$ cat src/rtl/ll_arbiter.sv
// Round-robin push/pop arbiter for a shared-element linked list, with shadow occupancy counters.
// Define LL_ARBITER_OCC_EN to expose the packed per-list counts on port occ.
module ll_arbiter #(
    parameter int NUM_ELEMS = 4,
    parameter int NUM_LISTS = 2,
    parameter int CNT_WIDTH = $clog2(NUM_ELEMS) + 1
) (
    input  logic                 clk,
    input  logic                 rst,
    input  logic [NUM_LISTS-1:0] push_req,
    input  logic [NUM_LISTS-1:0] pop_req,
    output logic [NUM_LISTS-1:0] push,
    output logic [NUM_LISTS-1:0] pop,
    output logic                 full,
    output logic [NUM_LISTS-1:0] empty,
`ifdef LL_ARBITER_OCC_EN
    output logic [NUM_LISTS*CNT_WIDTH-1:0] occ,
`endif
    output logic [CNT_WIDTH-1:0] total
);

    localparam int PTR_W = (NUM_LISTS > 1) ? $clog2(NUM_LISTS) : 1;
    localparam logic [PTR_W-1:0] RR_INIT = PTR_W'(NUM_LISTS - 1);
    localparam logic [CNT_WIDTH-1:0] FULL_VAL = CNT_WIDTH'(NUM_ELEMS);

    logic [PTR_W-1:0]     rr_push_q, rr_push_d;
    logic [PTR_W-1:0]     rr_pop_q, rr_pop_d;
    logic [CNT_WIDTH-1:0] count_q [NUM_LISTS];
    logic [CNT_WIDTH-1:0] count_d [NUM_LISTS];
    logic [CNT_WIDTH-1:0] total_q, total_d;

    logic                 push_found, pop_found;
    logic [PTR_W-1:0]     push_idx, pop_idx;
    logic [NUM_LISTS-1:0] pop_elig;

    always_comb begin
        full = (total_q == FULL_VAL);
        for (int i = 0; i < NUM_LISTS; i++) begin
            empty[i] = (count_q[i] == '0);
        end
    end

    assign total    = total_q;
    assign pop_elig = pop_req & ~empty;

    // Search starts one past the last winner; a blocked side (reset or full) grants nothing.
    always_comb begin
        push       = '0;
        push_found = 1'b0;
        push_idx   = rr_push_q;
        for (int k = 0; k < NUM_LISTS; k++) begin
            if (!push_found && push_req[(int'(rr_push_q) + 1 + k) % NUM_LISTS]) begin
                push[(int'(rr_push_q) + 1 + k) % NUM_LISTS] = 1'b1;
                push_found = 1'b1;
                push_idx   = PTR_W'((int'(rr_push_q) + 1 + k) % NUM_LISTS);
            end
        end
        if (!rst || full) begin
            push       = '0;
            push_found = 1'b0;
            push_idx   = rr_push_q;
        end
    end

    always_comb begin
        pop       = '0;
        pop_found = 1'b0;
        pop_idx   = rr_pop_q;
        for (int k = 0; k < NUM_LISTS; k++) begin
            if (!pop_found && pop_elig[(int'(rr_pop_q) + 1 + k) % NUM_LISTS]) begin
                pop[(int'(rr_pop_q) + 1 + k) % NUM_LISTS] = 1'b1;
                pop_found = 1'b1;
                pop_idx   = PTR_W'((int'(rr_pop_q) + 1 + k) % NUM_LISTS);
            end
        end
        if (!rst) begin
            pop       = '0;
            pop_found = 1'b0;
            pop_idx   = rr_pop_q;
        end
    end

    always_comb begin
        rr_push_d = push_found ? push_idx : rr_push_q;
        rr_pop_d  = pop_found ? pop_idx : rr_pop_q;
        total_d   = total_q + CNT_WIDTH'(|push) - CNT_WIDTH'(|pop);
        for (int i = 0; i < NUM_LISTS; i++) begin
            count_d[i] = count_q[i] + CNT_WIDTH'(push[i]) - CNT_WIDTH'(pop[i]);
        end
    end

    always_ff @(posedge clk or negedge rst) begin
        if (!rst) begin
            rr_push_q <= RR_INIT;
            rr_pop_q  <= RR_INIT;
            total_q   <= '0;
            for (int i = 0; i < NUM_LISTS; i++) begin
                count_q[i] <= '0;
            end
        end else begin
            rr_push_q <= rr_push_d;
            rr_pop_q  <= rr_pop_d;
            total_q   <= total_d;
            for (int i = 0; i < NUM_LISTS; i++) begin
                count_q[i] <= count_d[i];
            end
        end
    end

`ifdef LL_ARBITER_OCC_EN
    always_comb begin
        occ = '0;
        for (int i = 0; i < NUM_LISTS; i++) begin
            occ[CNT_WIDTH*i +: CNT_WIDTH] = count_q[i];
        end
    end
`endif

endmodule

$ cat config.mk
export PLATFORM = sky130hd
export DESIGN_NAME = ll_arbiter
export DESIGN_NICKNAME = d
export VERILOG_FILES = /design/src/rtl/ll_arbiter.sv
export SDC_FILE = /design/constraint.sdc
export NUM_CORES = 1
export LEC_CHECK = 0
export CORE_MARGIN = 4
export CORE_UTILIZATION = 40
export DETAILED_ROUTE_END_ITERATION = 8
export PLACE_DENSITY = 0.75
export SLEW_MARGIN = 5
export SYNTH_ARGS = -nofsm -noshare
export SYNTH_HDL_FRONTEND = slang
export SYNTH_SLANG_ARGS = --single-unit
$ cat constraint.sdc
create_clock -name clk -period 2.3 [get_ports clk]
set_clock_uncertainty 0.2 [all_clocks]
set_input_delay 0.23 -clock clk [delete_from_list [all_inputs] [get_ports clk]]
set_output_delay 0.23 -clock clk [all_outputs]
set_load 0.02 [all_outputs]
==> results.json <==
{
  "start_util_pct": 42.8,
  "finalCriticalPeriod_ps": 2380,
  "fin_tns_setup_ps": -158,
  "setup.worst_path.end_class": "register",
  "report.final.slew_viol_count": 0,
  "signal_arrival_time_at_the_worst_endpoint_ps": 2330,
  "post-route-drc-count": 0,
  "detail_route.iter0.violations": 2,
  "gpl.final_weighted_congestion": 0.673,
  "hold_violations": 0,
  "setup_viol": 3,
  "cts.htree.levels": 1,
  "cts_tree": "yes",
  "layout.cells.most_common": "sky130_fd_sc_hd__buf_4",
  "std_cell_rows": 14,
  "final_worst_setup_slack_ps": -84.8,
  "track_usage_pct": 14.6,
  "number_of_antenna_violations_at_the_first_check_in_global_routing": 0,
  "yosys_warnings": 0,
  "design.core.area_mm2": 0.00152,
  "dp_hpwl_mm": 1.11,
  "synthDistinctLibCells": 20,
  "seq_area_um2": 279,
  "post_synth_main_area_contributors": "sky130_fd_sc_hd__dfrtp_1 35%, sky130_fd_sc_hd__ha_1 12%, sky130_fd_sc_hd__fa_1 9.2%, sky130_fd_sc_hd__dfstp_2 8.1%, sky130_fd_sc_hd__xnor2_1 8.1%",
  "clock_latency_reported_for_the_late_side_of_the_worst_skew_pair_ps": 260,
  "violations_in_the_final_reports": "setup timing",
  "slowest_stage": "sky130_fd_sc_hd__dfrtp_1",
  "worst_setup_startpoint": "count_q[1]",
  "synth_area_um2": 652,
  "crit_required_ps": 2250,
  "min_period_over_period_pct": 104,
  "post-layout-total-power_mw": 1.41,
  "reg2reg_to": "total[2]",
  "final.fill_count": 109,
  "yosysSeqAreaShare_pct": 42.6,
  "leakage_nw": 0.521,
  "tritoncts.num_buffers": 3,
  "worstSetupEndpoint": "total[2]",
  "worst-r2r-setup-slack_ps": -80,
  "worst_slew_pin_slew_ps": 319,
  "most-common-layout-cells": "18 x sky130_fd_sc_hd__buf_4, 12 x sky130_fd_sc_hd__inv_1, 10 x sky130_fd_sc_hd__clkdlybuf4s50_1",
  "worst_r2r_path_depth": 10,
  "maxClockFrequency_ghz": 0.419,
  "multi_input_area_um2": 379,
  "highest_cell_delay_on_the_worst_timing_path_ps": 420,
  "placement.io_buffers": 15,
  "finalNetCount": 112,
  "diodes": 0,
  "timing.slew.headroom_pct": 78.7,
  "first_global_vias": 607,
  "worstSetupPathType": "register to register",
  "finish.utilization_pct": 68.0,
  "drt-wirelength-per-cell_um": 13.7,
  "yosys.area.top_type": "sky130_fd_sc_hd__dfrtp_1",
  "detail_route.vias_per_cell": 4.83,
  "power_density_normalized_to_cell_area_mw_per_mm2": 1360,
  "postSynthCellCount": 59,
  "crit-reg2reg-launch": "count_q[1]",
  "floorplan.die.width_um": 48.4,
  "cp_cell_instances": "nor3_4, nand3b_1, nand2_1, ha_1, inv_1, ha_1, inv_1, fa_2, xnor2_2, xnor2_1",
  "area_delta_synth_final_pct": 58.9,
  "grt_start_max_net_pins": 7,
  "number_of_iterations_in_the_first_detailed_routing_pass": 2,
  "cts.sink_count": 11,
  "dieArea_mm2": 0.00234,
  "final_cells": 112,
  "ctsLongestPathBuffers": 2,
  "max-cap-violations": 0,
  "place.detailed.instances": 104,
  "grt_setup_unrepaired": "yes",
  "post_route_cells_drive_above_1_share_pct": 36.5,
  "ys_ff_latch": 11,
  "cts.hold.buffers_added": 0,
  "overflow": 0,
  "min-delay-path-class": "primary input to asynchronous set/reset pin",
  "critical_path.startpoint_type": "register",
  "power.ir.vdd_worst_mv": 0.773,
  "fin_worst_hold_slack_ps": 28.9,
  "routed_wl_mm": 1.54,
  "design.portCount": 16,
  "route.antenna.remaining_nets": 0,
  "clock-root-buffer": "sky130_fd_sc_hd__clkbuf_4",
  "crit_fanout": 3,
  "area_share_of_the_leading_cell_type_in_the_synthesized_netlist_pct": 34.5,
  "die_h_um": 48.4,
  "outcome": "finished with violations",
  "synthesis.area_per_instance_um2": 11.0,
  "clk_transition_reported_paths_ps": 80,
  "via_count": 541,
  "synth_fp_nets": 74,
  "first_pass_grt_wire_length_mm": 2.62
}
-- report_power, final --
group / switching [mW] / internal (mW)
clock network: 0.0700 / 0.0670
registers: 0.125 / 0.319
logic: 0.370 / 0.456
-- cell type report --
type / count / share of cell area (%)
inverters: 13 / 4.71
repair buffers: 33 / 27.3
well taps: 16 / 1.93
clock buffers: 4 / 2.54
multi-input cells: 35 / 36.6
flip-flops and latches: 11 / 26.9
-- worst min path at each step --
stage	start	end	cells past startpoint
after floorplan	rst	count_q[0]	0
after detailed placement	rr_push_q	rr_push_q	1
after global placement	rr_pop_q	rr_pop_q	2
final	rst	count_q[4]	2
after CTS	rst	count_q[4]	2
after global routing	rst	count_q[5]	2
-- synthesized netlist by cell type, drive strengths merged --
cell type and n:
o32a 1, xnor2 6, nand2 4, o21ai 2, o311ai 1, nand3b 1
or3 1, ha 6, dfrtp 9, and3 2, a31oi 1, dfstp 2
nor3 1, nor3b 2, fa 3, inv 13, nand2b 1, nor2 3
-- what timing repair did --
action | CTS | global route
buffers inserted | 3 | 1
setup endpoints to repair | 9 | 6
gates resized for setup | 9 | 1
pin swaps | 8 | 1
-- registers in the layout, indices dropped and copies added (netlist names) --
name / count
count_q: 6
rr_pop_q: 1
rr_push_q: 1
total: 3
-- per-layer routing --
| metal | wire length [um] | part of all wire [%] | global-route usage, % |
|---|---|---|---|
| met3 | 43 | 2.8 | 3.37 |
| met1 | 620 | 40 | 15.9 |
| met5 | 0 | 0 | 0 |
| met4 | 27 | 1.8 | 6.45 |
| met2 | 845 | 55 | 26.3 |
-- metrics by stage --
stage               setup WS [ps]  area, um^2
CTS                         -54.6        1030
floorplan                    -165         679
global route                 -194        1040
detailed placement           -392         955
finish                      -84.8        1040
global placement             -325         955
-- critical path, delay by kind of cell, from the launching register on --
| family | cells | cell delay (ps) |
|---|---|---|
| flops | 1 | 420 |
| buf+inv | 2 | 110 |
| xor+xnor | 2 | 290 |
| fa+ha+maj | 3 | 780 |
| simple gates | 3 | 470 |
-- kinds of logic (layout without fill, tap and decap cells) --
| group | Yosys count | count (layout) | share of synthesized area [%] |
|---|---|---|---|
| flip-flops | 11 | 11 | 42.6 |
| XOR/XNOR | 6 | 6 | 8.06 |
| AO/OA/AOI/OAI | 5 | 5 | 6.53 |
| AND/OR/NAND/NOR | 15 | 15 | 14.6 |
| buffers and inverters | 13 | 50 | 7.48 |
| adder cells (fa/ha/maj) | 9 | 9 | 20.7 |
No activity file was read; power rests on OpenSTA's default activity.
